**src/rtl/rtc_burst_reader.sv**
```systemverilog
// RTC burst read sequencer: reads NUM_REGS RTC registers over the a_d/cs/rd/wr bus into RAM.
// Optional per-nibble BCD check of captured bytes when RTC_BCD_CHECK_EN is defined.
module rtc_burst_reader #(
  parameter int unsigned NUM_REGS     = 3,
  parameter int unsigned BASE_ADDR    = 'h21,
  parameter int unsigned RAM_BASE     = 0,
  parameter int unsigned RAM_AW       = 4,
  parameter int unsigned DATA_W       = 8,
  parameter int unsigned PHASE_CYCLES = 8,
  parameter int unsigned GAP_CYCLES   = 2
) (
  input  logic              clk,
  input  logic              reset,
  input  logic              start,
  input  logic              abort,
  input  logic [DATA_W-1:0] ad_in,
  output logic [DATA_W-1:0] ad_out,
  output logic              ad_oe,
  output logic              a_d,
  output logic              cs,
  output logic              rd,
  output logic              wr,
  output logic [RAM_AW-1:0] ram_addr,
  output logic [DATA_W-1:0] ram_wdata,
  output logic              ram_we,
  output logic              busy,
  output logic              done,
  output logic              aborted,
  output logic              bcd_err
);

  localparam int unsigned MAX_CYC = (PHASE_CYCLES > GAP_CYCLES) ? PHASE_CYCLES : GAP_CYCLES;
  localparam int unsigned CNT_W   = (MAX_CYC > 1) ? $clog2(MAX_CYC) : 1;
  localparam int unsigned IDX_W   = (NUM_REGS > 1) ? $clog2(NUM_REGS) : 1;

  typedef enum logic [2:0] {
    S_IDLE, S_ADDR, S_GAP1, S_DATA, S_STORE, S_GAP2, S_DONE
  } state_t;

  state_t              state_q, state_d;
  logic [CNT_W-1:0]    cnt_q, cnt_d;
  logic [IDX_W-1:0]    idx_q, idx_d;
  logic [DATA_W-1:0]   ad_out_q, ad_out_d;
  logic                ad_oe_q, ad_oe_d;
  logic                a_d_q, a_d_d, cs_q, cs_d, rd_q, rd_d, wr_q, wr_d;
  logic [RAM_AW-1:0]   ram_addr_q, ram_addr_d;
  logic [DATA_W-1:0]   ram_wdata_q, ram_wdata_d;
  logic                ram_we_q, ram_we_d;
  logic                busy_q, busy_d, done_q, done_d, aborted_q, aborted_d;

  // Next state, counters and RAM write; outputs are decoded from the next state so they register cleanly.
  always_comb begin
    state_d     = state_q;
    cnt_d       = cnt_q + CNT_W'(1);
    idx_d       = idx_q;
    ram_addr_d  = ram_addr_q;
    ram_wdata_d = ram_wdata_q;
    ram_we_d    = 1'b0;
    aborted_d   = 1'b0;

    case (state_q)
      S_IDLE: begin
        cnt_d = '0;
        if (start) begin
          state_d = S_ADDR;
          idx_d   = '0;
        end
      end
      S_ADDR: if (cnt_q == CNT_W'(PHASE_CYCLES - 1)) begin
        state_d = S_GAP1;
        cnt_d   = '0;
      end
      S_GAP1: if (cnt_q == CNT_W'(GAP_CYCLES - 1)) begin
        state_d = S_DATA;
        cnt_d   = '0;
      end
      S_DATA: if (cnt_q == CNT_W'(PHASE_CYCLES - 1)) begin
        state_d     = S_STORE;
        cnt_d       = '0;
        ram_we_d    = 1'b1;
        ram_addr_d  = RAM_AW'(RAM_BASE) + RAM_AW'(idx_q);
        ram_wdata_d = ad_in;
      end
      S_STORE: begin
        state_d = S_GAP2;
        cnt_d   = '0;
      end
      S_GAP2: if (cnt_q == CNT_W'(GAP_CYCLES - 1)) begin
        cnt_d = '0;
        if (idx_q == IDX_W'(NUM_REGS - 1)) begin
          state_d = S_DONE;
        end else begin
          state_d = S_ADDR;
          idx_d   = idx_q + IDX_W'(1);
        end
      end
      S_DONE: begin
        state_d = S_IDLE;
        cnt_d   = '0;
      end
      default: begin
        state_d = S_IDLE;
        cnt_d   = '0;
      end
    endcase

    // Abort overrides everything except the write already on the RAM port during STORE.
    if (abort && (state_q != S_IDLE) && (state_q != S_DONE)) begin
      state_d     = S_DONE;
      cnt_d       = '0;
      ram_we_d    = 1'b0;
      ram_addr_d  = ram_addr_q;
      ram_wdata_d = ram_wdata_q;
      aborted_d   = 1'b1;
    end
  end

  always_comb begin
    ad_out_d = ad_out_q;
    ad_oe_d  = 1'b0;
    a_d_d    = 1'b1;
    cs_d     = 1'b1;
    rd_d     = 1'b1;
    wr_d     = 1'b1;
    case (state_d)
      S_ADDR: begin
        cs_d     = 1'b0;
        a_d_d    = 1'b0;
        wr_d     = 1'b0;
        ad_oe_d  = 1'b1;
        ad_out_d = DATA_W'(BASE_ADDR) + DATA_W'(idx_d);
      end
      S_DATA: begin
        cs_d = 1'b0;
        rd_d = 1'b0;
      end
      default: ;
    endcase
    busy_d = (state_d != S_IDLE);
    done_d = (state_d == S_DONE);
  end

  always_ff @(posedge clk or posedge reset) begin
    if (reset) begin
      state_q     <= S_IDLE;
      cnt_q       <= '0;
      idx_q       <= '0;
      ad_out_q    <= '0;
      ad_oe_q     <= 1'b0;
      a_d_q       <= 1'b1;
      cs_q        <= 1'b1;
      rd_q        <= 1'b1;
      wr_q        <= 1'b1;
      ram_addr_q  <= '0;
      ram_wdata_q <= '0;
      ram_we_q    <= 1'b0;
      busy_q      <= 1'b0;
      done_q      <= 1'b0;
      aborted_q   <= 1'b0;
    end else begin
      state_q     <= state_d;
      cnt_q       <= cnt_d;
      idx_q       <= idx_d;
      ad_out_q    <= ad_out_d;
      ad_oe_q     <= ad_oe_d;
      a_d_q       <= a_d_d;
      cs_q        <= cs_d;
      rd_q        <= rd_d;
      wr_q        <= wr_d;
      ram_addr_q  <= ram_addr_d;
      ram_wdata_q <= ram_wdata_d;
      ram_we_q    <= ram_we_d;
      busy_q      <= busy_d;
      done_q      <= done_d;
      aborted_q   <= aborted_d;
    end
  end

`ifdef RTC_BCD_CHECK_EN
  logic bcd_bad_c;
  logic bcd_err_q, bcd_err_d;

  always_comb begin
    bcd_bad_c = 1'b0;
    for (int unsigned n = 0; n < DATA_W / 4; n++) begin
      if (ad_in[4*n +: 4] > 4'd9) bcd_bad_c = 1'b1;
    end
  end

  // Sticky until the next accepted start; checked only on bytes actually written.
  always_comb begin
    bcd_err_d = bcd_err_q;
    if ((state_q == S_IDLE) && start) bcd_err_d = 1'b0;
    else if (ram_we_d && bcd_bad_c) bcd_err_d = 1'b1;
  end

  always_ff @(posedge clk or posedge reset) begin
    if (reset) bcd_err_q <= 1'b0;
    else       bcd_err_q <= bcd_err_d;
  end

  assign bcd_err = bcd_err_q;
`else
  assign bcd_err = 1'b0;
`endif

  assign ad_out    = ad_out_q;
  assign ad_oe     = ad_oe_q;
  assign a_d       = a_d_q;
  assign cs        = cs_q;
  assign rd        = rd_q;
  assign wr        = wr_q;
  assign ram_addr  = ram_addr_q;
  assign ram_wdata = ram_wdata_q;
  assign ram_we    = ram_we_q;
  assign busy      = busy_q;
  assign done      = done_q;
  assign aborted   = aborted_q;

endmodule

```
**config.mk**
```make
export PLATFORM = sky130hd
export DESIGN_NAME = rtc_burst_reader
export DESIGN_NICKNAME = d
export VERILOG_FILES = /design/src/rtl/rtc_burst_reader.sv
export SDC_FILE = /design/constraint.sdc
export NUM_CORES = 1
export LEC_CHECK = 0
export BUFFER_PORTS_ARGS = -buffer_cell sky130_fd_sc_hd__clkbuf_2
export CAP_MARGIN = 10
export CELL_PAD_IN_SITES_DETAIL_PLACEMENT = 1
export CELL_PAD_IN_SITES_GLOBAL_PLACEMENT = 1
export CORE_MARGIN = 1.5
export CORE_UTILIZATION = 40
export DETAILED_ROUTE_END_ITERATION = 8
export PLACE_DENSITY = 0.84
export SLEW_MARGIN = 20
export SYNTH_ARGS = -nofsm -noshare
export SYNTH_HDL_FRONTEND = slang
export SYNTH_SLANG_ARGS = --single-unit
```
**constraint.sdc**
```tcl
create_clock -name clk -period 2.3 [get_ports clk]
set_clock_uncertainty 0.2 [all_clocks]
set_input_delay 0.69 -clock clk [delete_from_list [all_inputs] [get_ports clk]]
set_output_delay 0.69 -clock clk [all_outputs]
set_load 0.02 [all_outputs]
```
==> flow_metrics.tcl, run 1 <==
set metrics [dict create \
    run_status "completed" \
    setup_viol 0 \
    syn-mean-instance-area_um2 12.0 \
    syn_inst 126 \
    tritoncts.num_buffers 5 \
    total_power_w 0.00215 \
    synth_top_area_share_pct 44.6 \
    path_clk_slew_ns 0.06 \
    synth-edff-count 0 \
    min_path_cells 1 \
    regArea_um2 757 \
    pwr-share-clk_pct 19.4 \
    setup.worst_path.class "flip-flop to flip-flop" \
    critPathRequiredTime_ns 2.26 \
    p_sw_share_pct 39.6 \
    r2r_cells 7 \
    grt_pass1_vias 1105 \
    grt_use_met2_pct 29.4 \
    async_flop_share_pct 100 \
    drv_cap 0 \
    fin_hold_ws_ns 0.265 \
    routed_via_density 4.77 \
    drive_gt1_share_pct 48.2 \
    switchingPower_w 0.000849 \
    layout_min_cycle_time_ns 2.20 \
    crit_path_cell_trace "buf_4, ha_4, nand2b_2, nor2_2, o21ai_0, ha_1, mux2_4" \
    fin_crit_sh_pct 95.5 \
    synth_area_um2 1520 \
    cp.arrival_ns 2.16 \
    drt_wl_total_um 3160 \
    hold_viol 0 \
    slew_viol_final 0 \
    h-tree-depth 2 \
    track_usage_pct 16.9 \
    mostFrequentLayoutCells "clkbuf_2 (34), dfrtp_1 (25), inv_1 (12), mux2_2 (10)" \
    wl_per_cell_um 14.5 \
    gr-max-usage-layer "met2" \
    ios 42 \
    grtUsageMet3_pct 4.86 \
    combPwrFrac_pct 42.1 \
    nets 188 \
    drt_pass1_iterations 4 \
    route.vias.total 1040 \
    ctsHoldBuffers 0 \
    start_util_pct 41.4 \
    clock_latency_ns 0.28 \
    drc_errors 0 \
    final_common_cell "clkbuf_2" \
    drtIter0Drc 29 \
    area.growth.synth_to_final_pct 22.1 \
    grt_max_degree 31 \
    power.share.sequential_pct 38.5 \
    pre_cts_ws_ns 0.00345 \
    fmax_mhz 455 \
    cts_root_buffer "clkbuf_8" \
    start_kind "flip-flop" \
    fill_cells 416 \
    slowest_stage "dfrtp_2" \
    p_int_w 0.00130 \
    cts_tree "built" \
    portBuffers 34 \
    clkSinkCount 30 \
    synth_area_leaders "dfrtp_1 (45%), mux2_2 (7.4%), ha_1 (5.8%)" \
    synth_top_area_cell "dfrtp_1" \
    synth_seq_cells 30 \
    end_kind "flip-flop" \
    grt_overflow 0 \
    grt_antenna_before_repair 0 \
    tns_ns 0 \
    multi_input_area_um2 647 \
    fp.dieH_um 64.6 \
    dieArea_um2 4170 \
    post-route-util_pct 50.6 \
    worst_ir_drop_vdd_uv 420 \
    use_met1_pct 19.0 \
    rows 22 \
    dp_hpwl_um 2500 \
    slowest_delay_ns 0.41 \
    min_path_type "flip-flop to flip-flop" \
    cts_max_path_buffers 2 \
    die_w_um 64.6 \
    ys_types 43 \
    grt_pass1_wl_um 5200 \
    gp_congestion 0.829 \
    fin_ws_ns 0.103 \
    p_leak_nw 0.926 \
    synthFlopType "dfrtp_1" \
    powerDensity_nw_per_um2 1160 \
    core_um2 3660 \
    ant_nets 0 \
    synth_warnings 0 \
    synth-seq-area-share_pct 49.8 \
    cp_max_fo 6 \
    diodes 0 \
]
[per-stage QoR]
stage                     instances  cell area (µm²)
final                           218             1850
after global placement          207             1710
after detailed placement        207             1710
after floorplan                 132             1540
after CTS                       215             1800
after global routing            218             1850
[worst max-delay path: cells and delay by family, from the launching register on]
kind	cells	cell delay, ns
mux	1	0.26
compound gates	1	0.36
buf+inv	1	0.15
flops	1	0.41
fa+ha+maj	2	0.48
simple gates	2	0.22
[cell usage after synthesis, types with 2 or more instances]
| master | n |
|---|---|
| buf_4 | 8 |
| mux2i_1 | 2 |
| o21ai_0 | 2 |
| nor2_2 | 2 |
| nand2b_1 | 2 |
| mux2_4 | 2 |
| o22ai_1 | 2 |
| ha_1 | 7 |
| dfrtp_1 | 27 |
| a21oi_1 | 3 |
| mux2_2 | 10 |
| buf_6 | 4 |
| inv_1 | 12 |
| nor2_1 | 6 |
| nand2_1 | 7 |
| dfstp_2 | 3 |
[logic make-up (layout without fill, tap and decap cells)]
| group | count (synthesis) | count (layout) | synth area share (%) |
|---|---|---|---|
| DFF | 30 | 30 | 49.8 |
| and+or+nand+nor | 30 | 30 | 13.0 |
| buffers and inverters | 26 | 64 | 10.6 |
| AOI/OAI and AO/OA | 16 | 16 | 8.83 |
| muxes | 14 | 14 | 10.7 |
| adders and majority gates | 7 | 7 | 5.78 |
| xor gates and xnor gates | 2 | 2 | 1.16 |
| other | 1 | 7 | 0.247 |
[state kept, by name (all words and copies together), names as in the netlist, 2 cells and up]
register and flops:
ram_wdata 8, ad_out 4, ram_addr 2, idx_q 2, state_q 3, cnt_q 3
[layer usage]
metal / part of all wire, % / wire [µm]
met5: 0 / 0
met4: 1.7 / 53
met3: 3.7 / 118
met2: 54 / 1720
met1: 40 / 1270
[worst paths after layout]
kind / startpoint / to / slack (ns)
worst min register to register: cnt_q[0]$_DFF_PP0_ / cnt_q[0]$_DFF_PP0_ / 0.26
worst max-delay path: cnt_q[0]$_DFF_PP0_ / ad_out[1]$_DFFE_PP0N_ / 0.10
worst min-delay path: cnt_q[0]$_DFF_PP0_ / cnt_q[0]$_DFF_PP0_ / 0.26
max in group asynchronous: reset / cs$_DFF_PP1_ / 1.31
worst max register to register: cnt_q[0]$_DFF_PP0_ / ad_out[1]$_DFFE_PP0N_ / 0.10
min in group asynchronous: reset / ram_we$_DFF_PP0_ / 0.28
[power by group through the flow]
stage,clock [W],combinational [W],sequential (W)
floorplan,0,0.000626,0.000838
finish,0.000417,0.000905,0.000826
CTS,0.000432,0.000861,0.000823
global placement,0,0.000807,0.000817
global route,0.000459,0.000988,0.000849
detailed placement,0,0.000857,0.000830
[layout make-up]
class	instances	share of cell area, %
timing repair buffer	42	13.1
tap	48	3.24
clock buffer	8	4.86
multi-input combinational	76	34.9
inverter	14	2.97
sequential	30	40.9
[what timing repair did]
action | CTS | global route
endpoints found under the setup margin | 0 | 14
endpoints found under the hold margin | 0 | 0
setup buffers | 0 | 3
gates resized for setup | 0 | 7
(Power assumes the default switching activity.)
==> run 2: changes to the inputs <==
--- a/config.mk
+++ b/config.mk
@@ -6,13 +6,12 @@
 export NUM_CORES = 1
 export LEC_CHECK = 0
 export BUFFER_PORTS_ARGS = -buffer_cell sky130_fd_sc_hd__clkbuf_2
-export CAP_MARGIN = 10
 export CELL_PAD_IN_SITES_DETAIL_PLACEMENT = 1
 export CELL_PAD_IN_SITES_GLOBAL_PLACEMENT = 1
 export CORE_MARGIN = 1.5
-export CORE_UTILIZATION = 40
+export CORE_UTILIZATION = 36
 export DETAILED_ROUTE_END_ITERATION = 8
-export PLACE_DENSITY = 0.84
+export PLACE_DENSITY = 0.8
 export SLEW_MARGIN = 20
 export SYNTH_ARGS = -nofsm -noshare
 export SYNTH_HDL_FRONTEND = slang
==> constraint.sdc (replaced) <==
create_clock -name clk -period 1.85 [get_ports clk]
set_clock_uncertainty 0.2 [all_clocks]
set_input_delay 0.555 -clock clk [delete_from_list [all_inputs] [get_ports clk]]
set_output_delay 0.555 -clock clk [all_outputs]
set_load 0.02 [all_outputs]
==> run 2 against run 1 <==
Effect of this change: the run now ends with negative setup slack left; utilization grew 4.1 points; setup slack lost 0.38 ns; sequential power grew 19%; via count grew 12%; critical path type unchanged; first-iteration DRC count shrank 3.4%; critical path depth is the same; final cell count grew 12%; total power grew 51%; largest power group unchanged.
==> flow_metrics.tcl, run 2 (synthesis results as in run 1) <==
set metrics [dict create \
    run_status "finished with violations" \
    violations "negative setup slack" \
    p_int_w 0.00196 \
    ios 42 \
    switchingPower_w 0.00129 \
    stdcell_area_um2 2200 \
    nets 212 \
    drt_pass1_iterations 4 \
    mostFrequentLayoutCells "clkbuf_2 (34), buf_4 (27), dfrtp_1 (25), mux2_4 (12), inv_1 (10)" \
    cp_top_family "simple AND/OR/NAND/NOR gates" \
    setup.worst_path.class "flip-flop to flip-flop" \
    place_area_um2 1940 \
    slowest_stage "dfrtp_1" \
    fmax_mhz 471 \
    area.growth.synth_to_final_pct 45.4 \
    critPathRequiredTime_ns 1.82 \
    fin_ws_ns -0.274 \
    pwr-share-clk_pct 16.8 \
    hold_viol 0 \
    clock_latency_ns 0.28 \
    fin_crit_sh_pct 115 \
    rows 23 \
    layout_min_cycle_time_ns 2.12 \
    cts_root_buffer "clkbuf_8" \
    cp.arrival_ns 2.09 \
    rrSetupSlack_ns -0.27 \
    worst_ir_drop_vdd_uv 505 \
    largest_register_ffs 8 \
    timing.rr.end "ad_out[2]$_DFFE_PP0N_" \
    dieArea_um2 4610 \
    end_kind "flip-flop" \
    final_common_cell "clkbuf_2" \
    track_usage_pct 20.6 \
    route.vias.total 1165 \
    slowest_delay_ns 0.42 \
    rsz0062_at_grt "true" \
    die_w_um 67.9 \
    portBuffers 34 \
    clkSinkCount 30 \
    wl_per_cell_um 17.8 \
    drv_cap 0 \
    diodes 0 \
    setup_viol 18 \
    cp_max_fo 4 \
    h-tree-depth 2 \
    start_util_pct 37.6 \
    start_kind "flip-flop" \
    drc_errors 0 \
    slew_viol_final 0 \
    p_leak_nw 1.10 \
    power.share.sequential_pct 30.2 \
    crit_buf_inv 1 \
    combPwrFrac_pct 53.0 \
    crit_path_cell_trace "inv_2, ha_4, nand2b_4, o311ai_4, nand3_4, nor3_4, mux2_4" \
    r2r_cells 7 \
    worstReg2RegStart "cnt_q[1]$_DFF_PP0_" \
    gp_congestion 0.857 \
    dp_hpwl_um 2820 \
    cp_num_cells 7 \
    fp.dieH_um 67.9 \
    cts_max_path_buffers 2 \
    core_um2 4030 \
    drt_wl_total_um 4330 \
    drtIter0Drc 28 \
    ctsHoldBuffers 0 \
    drive_gt1_share_pct 60.3 \
    routed_via_density 4.77 \
    min_path_type "primary input to async pin" \
    path_clk_slew_ns 0.07 \
    grt_max_degree 31 \
    tritoncts.num_buffers 5 \
    cts_tree "built" \
    powerDensity_nw_per_um2 1470 \
    post-route-util_pct 54.7 \
    grt_pass1_vias 1302 \
    fill_cells 454 \
    grt_overflow 0 \
    grt_pass1_wl_um 6650 \
    grt_antenna_before_repair 0 \
    ant_nets 0 \
    p_sw_share_pct 39.7 \
]
-- run 2: cell type report --
type	count	area, µm²	area share (%)
multi-input cells	76	801	36.3
clock inverters	1	5.00	0.227
inverters	14	55.1	2.50
clock buffers	7	86.3	3.92
repair buffers	66	438	19.9
flip-flops and latches	30	757	34.3
well taps	50	62.6	2.84
-- run 2: worst max-delay path by stage --
stage / from / endpoint
final: cnt_q[1]$_DFF_PP0_ / ad_out[2]$_DFFE_PP0N_
after global routing: cnt_q[1]$_DFF_PP0_ / ad_out[2]$_DFFE_PP0N_
after CTS: cnt_q[1]$_DFF_PP0_ / ad_out[2]$_DFFE_PP0N_
after detailed placement: cnt_q[0]$_DFF_PP0_ / ad_out[0]$_DFFE_PP0N_
after global placement: cnt_q[0]$_DFF_PP0_ / ad_out[2]$_DFFE_PP0N_
after floorplan: cnt_q[0]$_DFF_PP0_ / ram_wdata[0]$_DFFE_PP0P_
-- run 2: routing by layer --
layer / up-vias / wire (µm) / GRT usage [%]
met4: 0 / 138 / 11.5
li1: 536 / - / -
met3: 11 / 157 / 4.93
met5: - / 0 / 0
met2: 29 / 2450 / 37.3
met1: 589 / 1590 / 21.9
-- run 2: power by group through the flow --
stage | clock [W] | sequential [W] | combinational [W]
2_1_floorplan | 0 | 0.00105 | 0.000825
3_3_place_gp | 0 | 0.000967 | 0.00135
3_5_place_dp | 0 | 0.000981 | 0.00143
4_1_cts | 0.000553 | 0.000980 | 0.00160
5_1_grt | 0.000586 | 0.00101 | 0.00185
6_report | 0.000547 | 0.000982 | 0.00172
-- run 2: through the flow --
stage / instances / hold slack [ns] / TNS (ns) / power (W) / worst slack [ns]
2_1_floorplan: 132 / 0.302 / -2.10 / 0.00187 / -0.183
5_1_grt: 244 / 0.159 / -4.98 / 0.00344 / -0.327
6_report: 244 / 0.120 / -3.94 / 0.00325 / -0.274
4_1_cts: 244 / 0.140 / -3.88 / 0.00313 / -0.268
3_3_place_gp: 231 / 0.266 / -3.05 / 0.00232 / -0.214
3_5_place_dp: 231 / 0.275 / -4.75 / 0.00241 / -0.300
-- run 2: repair_timing --
| action | 4_1_cts | 5_1_grt |
|---|---|---|
| setup endpoints to repair | 20 | 21 |
| resized for setup | 20 | 10 |
| setup buffers | 5 | 1 |
| pin swaps | 2 | 5 |
-- run 2: worst reg2reg max path, cell delays in order, from the launching register on --
cell	delay, ns
dfrtp_1	0.42
inv_2	0.09
ha_4	0.17
nand2b_4	0.08
o311ai_4	0.26
nand3_4	0.12
nor3_4	0.33
mux2_4	0.33
==> run 3: changes to the inputs <==
--- a/config.mk
+++ b/config.mk
@@ -5,13 +5,14 @@
 export SDC_FILE = /design/constraint.sdc
 export NUM_CORES = 1
 export LEC_CHECK = 0
+export ABC_AREA = 1
 export BUFFER_PORTS_ARGS = -buffer_cell sky130_fd_sc_hd__clkbuf_2
 export CELL_PAD_IN_SITES_DETAIL_PLACEMENT = 1
 export CELL_PAD_IN_SITES_GLOBAL_PLACEMENT = 1
 export CORE_MARGIN = 1.5
-export CORE_UTILIZATION = 36
+export CORE_UTILIZATION = 34
 export DETAILED_ROUTE_END_ITERATION = 8
-export PLACE_DENSITY = 0.8
+export PLACE_DENSITY = 0.81
 export SLEW_MARGIN = 20
 export SYNTH_ARGS = -nofsm -noshare
 export SYNTH_HDL_FRONTEND = slang
==> run 3 against run 2 <==
Effect of this change: the flow now finishes without violations; largest cell class is now flip-flops and latches; first-iteration DRC count unchanged; flip-flop and latch count unchanged; largest power group unchanged; total power down 3.0%; via count up 6.9%; final cell count up 12%; utilization down 5.6 points; count of clock-buffer cells in the layout down 2; wire length down 18%; clock power up 19%.
==> flow_metrics.tcl, run 3 <==
set metrics [dict create \
    path_clk_slew_ns 0.07 \
    cts_root_buffer "clkbuf_8" \
    mostFrequentLayoutCells "nand2_1 (51), clkbuf_2 (34), dfrtp_1 (27), buf_4 (15), inv_1 (12)" \
    nets 242 \
    p_sw_share_pct 42.4 \
    grt_max_degree 31 \
    end_kind "flip-flop" \
    ios 42 \
    crit_path_cell_trace "inv_2, ha_4, nand2_8, a21oi_2, o21ai_0, o21ai_1, ha_1, nand3_1, nand2_1" \
    syn_inst 170 \
    min_path_type "primary input to async pin" \
    synthFlopType "dfrtp_1" \
    synth_top_area_cell "dfrtp_1" \
    largest_register_ffs 8 \
    diodes 0 \
    grt_pass1_vias 1278 \
    grt_overflow 0 \
    synth-seq-area-share_pct 50.4 \
    area.growth.synth_to_final_pct 35.1 \
    worst_ir_drop_vdd_uv 832 \
    place_area_um2 1740 \
    synthTopCellsByCount "nand2_1 (57), dfrtp_1 (27), inv_1 (16)" \
    setup_viol 0 \
    p_leak_nw 1.11 \
    setup.worst_path.class "flip-flop to flip-flop" \
    grt_antenna_before_repair 0 \
    fmax_mhz 559 \
    synth_area_leaders "dfrtp_1 (45%), nand2_1 (14%), ha_1 (5.8%)" \
    gp_congestion 0.819 \
    cp_top_family "adder cells" \
    die_w_um 69.4 \
    async_flop_share_pct 100 \
    h-tree-depth 2 \
    crit_buf_inv 1 \
    synth_area_um2 1500 \
    p_int_w 0.00182 \
    core_um2 4120 \
    synth_seq_cells 30 \
    critPathRequiredTime_ns 1.83 \
    synth-edff-count 0 \
    syn-mean-instance-area_um2 8.81 \
    power.share.sequential_pct 29.8 \
    start_util_pct 36.4 \
    cts_tree "built" \
    rows 23 \
    synth_top_area_share_pct 45.1 \
    drv_cap 0 \
    cp.arrival_ns 1.77 \
    total_power_w 0.00315 \
    final_common_cell "nand2_1" \
    tritoncts.num_buffers 5 \
    stdcell_area_um2 2020 \
    switchingPower_w 0.00134 \
    ys_types 25 \
    track_usage_pct 15.4 \
    route.vias.total 1245 \
    cp_max_fo 7 \
    slew_viol_final 0 \
    fill_cells 514 \
    portBuffers 34 \
    pwr-share-clk_pct 20.6 \
    start_kind "flip-flop" \
    combPwrFrac_pct 49.6 \
    dieArea_um2 4810 \
    rrSetupSlack_ns 0.06 \
    fin_crit_sh_pct 96.8 \
    hold_viol 0 \
    synth.most_common_cell "nand2_1" \
    rsz0062_at_grt "true" \
    powerDensity_nw_per_um2 1560 \
    drive_gt1_share_pct 43.8 \
    routed_via_density 4.54 \
    synth_warnings 0 \
    drtIter0Drc 28 \
    fp.dieH_um 69.4 \
    slowest_stage "dfrtp_1" \
    drt_pass1_iterations 4 \
    slowest_delay_ns 0.41 \
    dp_hpwl_um 2500 \
    wl_per_cell_um 13.0 \
    layout_min_cycle_time_ns 1.79 \
    drc_errors 0 \
    multi_input_area_um2 714 \
    grt_pass1_wl_um 5820 \
    ant_nets 0 \
    clkSinkCount 30 \
    clock_latency_ns 0.28 \
    regArea_um2 754 \
    run_status "completed" \
    drt_wl_total_um 3560 \
    cts_max_path_buffers 2 \
]
run 3: cell types whose count changed after synthesis, sizes merged, moves of 3 or more:
cell    before  now
nand2        7   62
nand3        1   16
nand2b       3    0
inv         14   21
mux2        12    0
run 3: cell type report:
type | instances | share of cell area, %
Clock buffer | 5 | 3.40
Clock inverter | 3 | 1.98
Multi-Input combinational cell | 115 | 35.3
Timing Repair Buffer | 50 | 14.5
Tap cell | 50 | 3.09
Sequential cell | 30 | 37.3
Inverter | 21 | 4.39
run 3: repair_timing:
| item | in CTS | in global routing |
|---|---|---|
| endpoints found under the setup margin | 4 | 10 |
| cloned | 0 | 0 |
| resized for setup | 5 | 28 |
| pin swaps | 1 | 13 |
| hold endpoints to repair | 0 | 0 |
| setup buffers | 1 | 6 |
| hold buffers | 0 | 0 |
run 3: cells by family (layout without fill, tap and decap cells):
logic type / count (synthesis) / after routing / share of synthesized area, %
adders and majority gates: 7 / 7 / 5.85
DFF: 30 / 30 / 50.4
and+or+nand+nor: 90 / 90 / 28.7
AOI/OAI and AO/OA: 11 / 11 / 4.01
other: 1 / 7 / 0.250
buffers and inverters: 31 / 79 / 10.9
run 3: final timing paths:
| check | from | endpoint | depth (start not counted) |
|---|---|---|---|
| worst min-delay path | reset | ad_out[5]$_DFFE_PP0N_ | 3 |
| max in group asynchronous | reset | cs$_DFF_PP1_ | 3 |
| worst min register to register | ad_out[5]$_DFFE_PP0N_ | ad_out[5]$_DFFE_PP0N_ | 2 |
| worst max register to register | cnt_q[1]$_DFF_PP0_ | ad_out[1]$_DFFE_PP0N_ | 9 |
| min in group clk | abort | cnt_q[1]$_DFF_PP0_ | 2 |
| worst max-delay path | cnt_q[1]$_DFF_PP0_ | ad_out[1]$_DFFE_PP0N_ | 9 |
run 3: metal layers:
| metal | track usage (%) | vias up | part of all wire, % |
|---|---|---|---|
| li1 | - | 621 | - |
| met1 | 19.4 | 595 | 44 |
| met2 | 24.0 | 23 | 51 |
| met3 | 3.20 | 6 | 3.1 |
| met4 | 9.59 | 0 | 1.8 |
| met5 | 0 | - | 0 |
run 3: power groups by stage:
| stage | logic (W) | registers [W] | clock network [W] |
|---|---|---|---|
| after global routing | 0.00173 | 0.000961 | 0.000693 |
| after CTS | 0.00134 | 0.000930 | 0.000662 |
| after floorplan | 0.000870 | 0.00102 | 0 |
| final | 0.00156 | 0.000940 | 0.000650 |
| after global placement | 0.00125 | 0.000938 | 0 |
| after detailed placement | 0.00130 | 0.000939 | 0 |
run 3: metrics by stage:
step,TNS (ns),utilization (%),hold WS [ns],worst slack (ns),cells
global route,-0.152,49.2,0.164,-0.0499,274
detailed placement,-0.174,42.3,0.257,-0.0677,259
floorplan,0,-,0.324,0.0464,176
CTS,0,45.3,0.136,0.00573,268
finish,0,49.2,0.119,0.0598,274
global placement,-0.0415,42.3,0.253,-0.0415,259
run 3: worst register-to-register path, stage by stage (launching register included):
cell     delay (ns)
dfrtp_1        0.41
inv_2          0.09
ha_4           0.18
nand2_8        0.07
a21oi_2        0.12
o21ai_0        0.08
o21ai_1        0.14
ha_1           0.27
nand3_1        0.07
nand2_1        0.05
